==> src/rtl/rcvfifo.sv <==
// Serial-line receiver (start bit, DATA_BITS data bits LSB first, one stop bit) feeding a
// show-ahead receive FIFO, with sticky overrun and framing-error status for the CPU side.
module rcvfifo #(
    parameter int CLK_DIV   = 434,
    parameter int DATA_BITS = 8,
    parameter int DEPTH     = 16,
    parameter int ADDR_W    = 4
) (
    input  logic                 clk,
    input  logic                 reset,
    input  logic                 serial_in,
    input  logic                 read,
    input  logic                 clr_err,
    output logic                 ready,
    output logic [DATA_BITS-1:0] data_out,
    output logic [ADDR_W:0]      count,
    output logic                 overrun,
    output logic                 frame_err
);

    localparam int TW = $clog2(CLK_DIV);
    localparam int BW = $clog2(DATA_BITS);
    localparam logic [TW-1:0]   HALF_LOAD = TW'(CLK_DIV / 2 - 1);
    localparam logic [TW-1:0]   FULL_LOAD = TW'(CLK_DIV - 1);
    localparam logic [BW-1:0]   LAST_BIT  = BW'(DATA_BITS - 1);
    localparam logic [ADDR_W:0] FULL_CNT  = (ADDR_W + 1)'(DEPTH);

    typedef enum logic [2:0] {
        IDLE,
        START,
        DATA,
        STOP,
        WAIT_HIGH
    } rxState_t;

    logic                 sync1_q, sync2_q;
    logic                 line;
    rxState_t             state_q, state_d;
    logic [TW-1:0]        timer_q, timer_d;
    logic [BW-1:0]        bitIdx_q, bitIdx_d;
    logic [DATA_BITS-1:0] shift_q, shift_d;
    logic                 push_q, push_d;
    logic                 frameErr_q, frameErr_d;
    logic                 overrun_q, overrun_d;
    logic                 ferrSet;

    logic [DATA_BITS-1:0] mem_q [DEPTH];
    logic [ADDR_W-1:0]    wrPtr_q, wrPtr_d;
    logic [ADDR_W-1:0]    rdPtr_q, rdPtr_d;
    logic [ADDR_W:0]      count_q, count_d;
    logic                 doPush, doPop, ovSet;

    // Two-flop synchroniser, preset to the idle-high line level.
    always_ff @(posedge clk) begin
        if (reset) begin
            sync1_q <= 1'b1;
            sync2_q <= 1'b1;
        end else begin
            sync1_q <= serial_in;
            sync2_q <= sync1_q;
        end
    end

    assign line = sync2_q;

    always_comb begin
        state_d  = state_q;
        timer_d  = (timer_q != '0) ? timer_q - TW'(1) : timer_q;
        bitIdx_d = bitIdx_q;
        shift_d  = shift_q;
        push_d   = 1'b0;
        ferrSet  = 1'b0;
        case (state_q)
            IDLE: begin
                if (!line) begin
                    state_d = START;
                    timer_d = HALF_LOAD;
                end
            end
            START: begin
                if (timer_q == '0) begin
                    if (!line) begin
                        state_d  = DATA;
                        bitIdx_d = '0;
                        timer_d  = FULL_LOAD;
                    end else begin
                        state_d = IDLE;
                    end
                end
            end
            DATA: begin
                if (timer_q == '0) begin
                    shift_d = {line, shift_q[DATA_BITS-1:1]};
                    timer_d = FULL_LOAD;
                    if (bitIdx_q == LAST_BIT) begin
                        state_d = STOP;
                    end else begin
                        bitIdx_d = bitIdx_q + BW'(1);
                    end
                end
            end
            STOP: begin
                // Returning to IDLE mid-stop-bit lets the next start edge be caught early.
                if (timer_q == '0) begin
                    if (line) begin
                        push_d  = 1'b1;
                        state_d = IDLE;
                    end else begin
                        ferrSet = 1'b1;
                        state_d = WAIT_HIGH;
                    end
                end
            end
            WAIT_HIGH: begin
                if (line) begin
                    state_d = IDLE;
                end
            end
            default: state_d = IDLE;
        endcase
    end

    // A push that finds the FIFO full is only dropped if no pop frees a slot in the same cycle.
    always_comb begin
        doPop     = read && (count_q != '0);
        doPush    = push_q && ((count_q != FULL_CNT) || doPop);
        ovSet     = push_q && !doPush;
        wrPtr_d   = doPush ? wrPtr_q + ADDR_W'(1) : wrPtr_q;
        rdPtr_d   = doPop ? rdPtr_q + ADDR_W'(1) : rdPtr_q;
        count_d   = count_q;
        if (doPush && !doPop) begin
            count_d = count_q + (ADDR_W + 1)'(1);
        end else if (doPop && !doPush) begin
            count_d = count_q - (ADDR_W + 1)'(1);
        end
        frameErr_d = ferrSet ? 1'b1 : (clr_err ? 1'b0 : frameErr_q);
        overrun_d  = ovSet ? 1'b1 : (clr_err ? 1'b0 : overrun_q);
    end

    always_ff @(posedge clk) begin
        if (reset) begin
            state_q    <= IDLE;
            timer_q    <= '0;
            bitIdx_q   <= '0;
            shift_q    <= '0;
            push_q     <= 1'b0;
            frameErr_q <= 1'b0;
            overrun_q  <= 1'b0;
            wrPtr_q    <= '0;
            rdPtr_q    <= '0;
            count_q    <= '0;
        end else begin
            state_q    <= state_d;
            timer_q    <= timer_d;
            bitIdx_q   <= bitIdx_d;
            shift_q    <= shift_d;
            push_q     <= push_d;
            frameErr_q <= frameErr_d;
            overrun_q  <= overrun_d;
            wrPtr_q    <= wrPtr_d;
            rdPtr_q    <= rdPtr_d;
            count_q    <= count_d;
        end
    end

    always_ff @(posedge clk) begin
        if (doPush) begin
            mem_q[wrPtr_q] <= shift_q;
        end
    end

    assign ready     = (count_q != '0);
    assign data_out  = ready ? mem_q[rdPtr_q] : '0;
    assign count     = count_q;
    assign overrun   = overrun_q;
    assign frame_err = frameErr_q;

endmodule

==> config.mk <==
export PLATFORM = sky130hd
export DESIGN_NAME = rcvfifo
export DESIGN_NICKNAME = d
export VERILOG_FILES = /design/src/rtl/rcvfifo.sv
export SDC_FILE = /design/constraint.sdc
export NUM_CORES = 1
export LEC_CHECK = 0
export CORE_MARGIN = 2
export CORE_UTILIZATION = 40
export CTS_CLUSTER_DIAMETER = 30
export DETAILED_ROUTE_END_ITERATION = 10
export PLACE_DENSITY = 0.57
export SETUP_SLACK_MARGIN = 0.1
export SLEW_MARGIN = 20
export SYNTH_ARGS = -nofsm -noshare
export SYNTH_HDL_FRONTEND = slang
export SYNTH_SLANG_ARGS = --single-unit
==> constraint.sdc <==
create_clock -name clk -period 2.75 [get_ports clk]
set_input_delay 0.4125 -clock clk [delete_from_list [all_inputs] [get_ports clk]]
set_output_delay 0.4125 -clock clk [all_outputs]
set_load 0.005 [all_outputs]
==> impl_metrics.tcl, run 1 <==
set metrics [dict create \
    use_met1 0.223 \
    die_y_microns 138 \
    setup_ws_ns 0.134 \
    grt_use_met3 0.0419 \
    grt_first_pass_wirelength_microns 23500 \
    cpMaxStageDelayCell "mux4_2" \
    gr-total-overflow 0 \
    cp-start-kind "flop" \
    irDropWorstVdd_mv 0.488 \
    slew_headroom 0.388 \
    p_leak_uw 0.00290 \
    yosysSeqAreaShare 0.657 \
    status "finished, final reports clean" \
    totalWireLength_microns 14700 \
    p_clk_frac 0.307 \
    grt_util_all_layers 0.161 \
    rr_startpoint "count[2]" \
    routed_via_density 5.39 \
    yosysTopAreaCell "edfxtp_1" \
    num_io_pins 21 \
    fp.dieW_microns 138 \
    final_nets 538 \
    synth_warnings 0 \
    seq_power_share 0.414 \
    path_cells "buf_12, buf_6, mux4_2, nor2b_4, a211oi_4, a211oi_2, buf_2" \
    max_slew.worst_pin.slew_ns 0.916 \
    max_freq_ghz 0.382 \
    synthArstFlopShare 0 \
    pwr-share-comb 0.279 \
    hp-start "sync1_q" \
    power.internal_uw 5170 \
    die-area_sq_um 19100 \
    worstSetupEndpointType "output pin" \
    switching_share 0.289 \
    stdcell_area_sq_um 8590 \
    period_share 0.951 \
    grt_setup_unrepaired "yes" \
    synth.area.top_cells "edfxtp_1 (53%), dfxtp_1 (12%), mux4_2 (10%)" \
    numCtsBuffers 17 \
    p_per_area_nw_per_um2 846 \
    vias 4089 \
    finalPower_uw 7270 \
    clkSlewWorstSetupHoldPaths_ns 0.07 \
    grt_pass1_vias 4165 \
    critPathMaxStageDelay_ns 0.49 \
    synth_top_cell_area_share 0.532 \
    ctsHtreeMaxLevel 4 \
    drtIter0Drc 273 \
    dpl.hpwl_microns 9310 \
    clockBufferDepth 2 \
    wl_per_cell_microns 19.4 \
    yosys_register_bits 173 \
    rows 49 \
    cts_sinks 173 \
    multi_input_area_sq_um 2410 \
    layout_common_cells "edfxtp_1 (128), dfxtp_1 (42), mux4_2 (32)" \
    period_needed_ns 2.62 \
    area_delta_synth_final_pct 19.0 \
    yosys_most_used_dff "edfxtp_1" \
    cp_max_fo 6 \
    globalRouteMet2Util 0.255 \
    critPathKind "flop to output pin" \
    ant_nets 0 \
    place_congestion 0.822 \
    drt_first_pass_iters 5 \
    core_sq_um 17800 \
    fin_util 0.482 \
    cts_hold_buf 0 \
    clkLatencyLatePin_ns 0.43 \
    drive_gt1_frac 0.257 \
    p_switching_uw 2100 \
    drv_slew 0 \
    grt_start_max_net_pins 25 \
    io_buffers 20 \
    route.detailed.drc 0 \
    synth-edff-count 128 \
    cp.required_ns 2.34 \
    finClkSkew_ns 0.00833 \
    grt_antenna_before_repair 0 \
    fillers 1525 \
    start_util 0.405 \
    postSynthAreaPerCell_sq_um 15.2 \
    cts_tree "done" \
    setup_viol 0 \
    fin_setup_tns_ns 0 \
    hold_violations 0 \
    syn_area_sq_um 7220 \
    synth_fp_nets 495 \
    synth.distinct_cells 55 \
    antennaDiodeCount 0 \
    worstPathArrival_ns 2.20 \
    netlist_instances 474 \
    hp-class "flop to flop" \
    dpl-instance-area_sq_um 7820 \
    gr-max-usage-layer "met2" \
    cts_root_buf "clkbuf_16" \
    final_common_cell "edfxtp_1" \
    seq_area_sq_um 4750 \
    dp_slack_ns 0.0592 \
    cap_violations 0 \
]
-- area by class of cell --
class	count	area share
Timing Repair Buffer	52	0.0646
Sequential cell	173	0.553
Tap cell	229	0.0333
Multi-Input combinational cell	261	0.280
Clock buffer	18	0.0499
Inverter	12	0.00524
Clock inverter	14	0.0140
-- metal layers --
layer	wire (microns)	up-vias
met5	0	-
met4	165	0
met3	608	14
met2	6990	86
met1	6940	2066
li1	-	1923
-- cell usage after synthesis (all sizes together) (3+ instances only) --
| library cell | instances |
|---|---|
| ha | 15 |
| inv | 12 |
| mux2i | 12 |
| nand2 | 18 |
| a211oi | 18 |
| o31ai | 3 |
| nor3 | 7 |
| o211ai | 5 |
| nor2b | 11 |
| o2111ai | 4 |
| a31oi | 5 |
| and2 | 10 |
| nor2 | 32 |
| clkbuf | 14 |
| or3 | 3 |
| buf | 14 |
| dfxtp | 45 |
| o21ai | 3 |
| and3 | 7 |
| a21oi | 17 |
| nand3 | 12 |
| mux4 | 32 |
| and4 | 4 |
| nand2b | 5 |
| xor2 | 9 |
| nand4 | 4 |
| edfxtp | 128 |
-- metrics by stage --
step / hold WS [ns] / std cells
4_1_cts: 0.430 / 757
6_report: 0.428 / 759
3_3_place_gp: 0.391 / 718
2_1_floorplan: 0.389 / 474
5_1_grt: 0.448 / 759
3_5_place_dp: 0.409 / 718
-- power by group through the flow --
stage / sequential [uW] / clock, uW / combinational, uW
finish: 3010 / 2230 / 2030
global route: 3020 / 2390 / 2210
CTS: 3010 / 2270 / 1970
detailed placement: 3050 / 0 / 1800
global placement: 3040 / 0 / 1780
floorplan: 3030 / 0 / 1170
-- worst paths after layout --
check / end / slack, ns / cells after the start
hold reg to reg: line / 0.43 / 1
setup reg to reg: count[4] / 0.25 / 9
hold / removal: line / 0.43 / 1
setup / recovery: data_out[7] / 0.13 / 7
-- what timing repair did --
item | 4_1_cts | 5_1_grt
cloned | 2 | 0
buffers inserted | 5 | 2
pin swaps | 3 | 8
endpoints found under the setup margin | 9 | 9
resized for setup | 38 | 16
-- registers in the layout, summed over array words and instances, names as in the netlist, 3 cells and up, named ones only --
signal	cells
wrPtr_q	4
rdPtr_q	4
state_q	3
timer_q	9
mem_q	128
bitIdx_q	3
count	5
shift_q	8
-- critical path, delay by kind of cell (launching register included) --
kind	cells	cell delay, ns
buf+inv	3	0.44
compound gates	2	0.31
mux	1	0.49
flops	1	0.38
simple gates	1	0.15
-- kinds of logic after synthesis --
| kind of cell | after synthesis | share of synthesized area |
|---|---|---|
| AND/OR/NAND/NOR | 124 | 0.0941 |
| flip-flops | 173 | 0.657 |
| AO/OA/AOI/OAI | 64 | 0.0629 |
| buffers and inverters | 40 | 0.0243 |
| multiplexers | 46 | 0.120 |
| XOR/XNOR | 11 | 0.0133 |
| adder cells (fa/ha/maj) | 16 | 0.0288 |
No activity file was read; power rests on OpenSTA's default activity.
==> run 2: changes to the inputs <==
SLEW_MARGIN = default   (was 20)
==> results of run 2 <==
Same layout as run 1: the final DEF is identical, and so are final timing and power.
==> run 3: changes to the inputs <==
CORE_ASPECT_RATIO = 1.1   (was default)
==> run 3 against run 2 <==
Fmax grew 0.94%. Clock-buffer cell count grew 8. Sequential share of layout area grew 0.28 points. Combinational power shrank 4%. Sequential power is essentially flat. Flip-flop and latch count is the same. First-iteration DRC count grew 16%. Via count grew 0.78%. Highest routed layer unchanged.
==> impl_metrics.tcl, run 3 (synthesis results as in run 1) <==
set metrics [dict create \
    worstSetupEndpointType "output pin" \
    rows 51 \
    fin_setup_tns_ns 0 \
    clkLatencyLatePin_ns 0.43 \
    cts_sinks 173 \
    dpl-instance-area_sq_um 7840 \
    top_register "mem_q" \
    critPathBufInv 3 \
    hp-start "sync1_q" \
    globalRouteMet2Util 0.257 \
    ant_nets 0 \
    largestRegisters "mem_q x128, timer_q x9, shift_q x8" \
    num_io_pins 21 \
    layout_common_cells "edfxtp_1 (128), dfxtp_1 (43), mux4_2 (32)" \
    drtIter0Drc 317 \
    numCtsBuffers 17 \
    critPathMaxStageDelay_ns 0.50 \
    grt_antenna_before_repair 0 \
    rr_endpoint "count[4]" \
    cp_top_family "buffers and inverters" \
    cts_tree "done" \
    p_switching_uw 2010 \
    stdcell_area_sq_um 8550 \
    max_freq_ghz 0.386 \
    rr_startpoint "count[2]" \
    critPathKind "flop to output pin" \
    p_leak_uw 0.00292 \
    setup_viol 0 \
    gr-max-usage-layer "met2" \
    totalWireLength_microns 14800 \
    cpMaxStageDelayCell "mux4_2" \
    cp-start-kind "flop" \
    worstPathArrival_ns 2.18 \
    reg2regPathDepth 9 \
    drv_slew 0 \
    finalPower_uw 7160 \
    vias 4121 \
    hold_violations 0 \
    area_delta_synth_final_pct 18.4 \
    antennaDiodeCount 0 \
    hp-class "flop to flop" \
    irDropWorstVdd_mv 0.490 \
    period_share 0.942 \
    ctsHtreeMaxLevel 4 \
    cp.depth 6 \
    status "finished, final reports clean" \
    holdPathStages 1 \
    grt_util_all_layers 0.160 \
    cts_hold_buf 0 \
    drive_gt1_frac 0.250 \
    use_met1 0.210 \
    clkSlewWorstSetupHoldPaths_ns 0.06 \
    switching_share 0.281 \
    multi_input_area_sq_um 2390 \
    cap_violations 0 \
    drt_first_pass_iters 5 \
    dpl.hpwl_microns 9470 \
    seq_area_sq_um 4750 \
    fp.dieW_microns 132 \
    cp.required_ns 2.34 \
    rrSetupSlack_ns 0.25 \
    period_needed_ns 2.59 \
    final_nets 540 \
    cp_max_fo 11 \
    fillers 1519 \
    pwr-share-comb 0.273 \
    power.internal_uw 5150 \
    routed_via_density 5.35 \
    finClkSkew_ns 0.00926 \
    place_congestion 0.838 \
    die_y_microns 145 \
    grt_pass1_vias 4134 \
    slew_headroom 0.456 \
    clockBufferDepth 2 \
    final_common_cell "edfxtp_1" \
    min_to "line" \
    gr-total-overflow 0 \
    grt_first_pass_wirelength_microns 23100 \
    route.detailed.drc 0 \
    die-area_sq_um 19100 \
    grt_setup_unrepaired "yes" \
    path_cells "buf_12, buf_8, mux4_2, a211oi_2, a211oi_1, dlygate4sd2_1" \
    p_clk_frac 0.310 \
    grt_start_max_net_pins 25 \
    io_buffers 20 \
    start_util 0.409 \
    wl_per_cell_microns 19.2 \
    max_slew.worst_pin.slew_ns 0.815 \
    seq_power_share 0.418 \
    grt_use_met3 0.0381 \
    p_per_area_nw_per_um2 838 \
    core_sq_um 17700 \
    cts_root_buf "clkbuf_16" \
    largest_reg_flops 128 \
]
-- run 3: how the worst max path moves through the flow --
stage,start,end
after floorplan,count[2],count[4]
after global placement,read,count[4]
after detailed placement,read,count[4]
after CTS,flop,data_out[3]
after global routing,flop,data_out[3]
final,flop,data_out[0]
-- run 3: metal layers --
layer,share of wire,vias to the layer above
met4,0.020,0
li1,-,1934
met1,0.44,2060
met3,0.046,20
met2,0.50,107
met5,0,-
-- run 3: timing repair --
action / in CTS / in global routing
pin swaps: 1 / 1
resized for setup: 26 / 13
cloned: 1 / 0
setup buffers: 8 / 2
endpoints found under the setup margin: 9 / 9
-- run 3: power by group through the flow --
stage | Clock [uW] | Sequential, uW | Combinational (uW)
3_5_place_dp | 0 | 3040 | 1860
3_3_place_gp | 0 | 3030 | 1840
2_1_floorplan | 0 | 3030 | 1170
5_1_grt | 2360 | 3000 | 2150
4_1_cts | 2260 | 2990 | 1940
6_report | 2220 | 2990 | 1950
-- run 3: per-stage QoR --
| step | instances | utilization | hold WS (ns) | worst slack [ns] |
|---|---|---|---|---|
| after floorplan | 474 | - | 0.389 | 0.112 |
| after global placement | 727 | 0.444 | 0.393 | 0.0890 |
| after detailed placement | 727 | 0.444 | 0.398 | 0.0703 |
| after CTS | 768 | 0.482 | 0.413 | 0.0153 |
| after global routing | 770 | 0.484 | 0.453 | 0.0590 |
| final | 770 | 0.484 | 0.410 | 0.159 |
-- run 3: area by class of cell --
type | count | share of cell area
Clock inverter | 6 | 0.00410
Multi-Input combinational cell | 261 | 0.280
Clock buffer | 26 | 0.0600
Tap cell | 238 | 0.0348
Timing Repair Buffer | 54 | 0.0602
Sequential cell | 173 | 0.556
Inverter | 12 | 0.00527
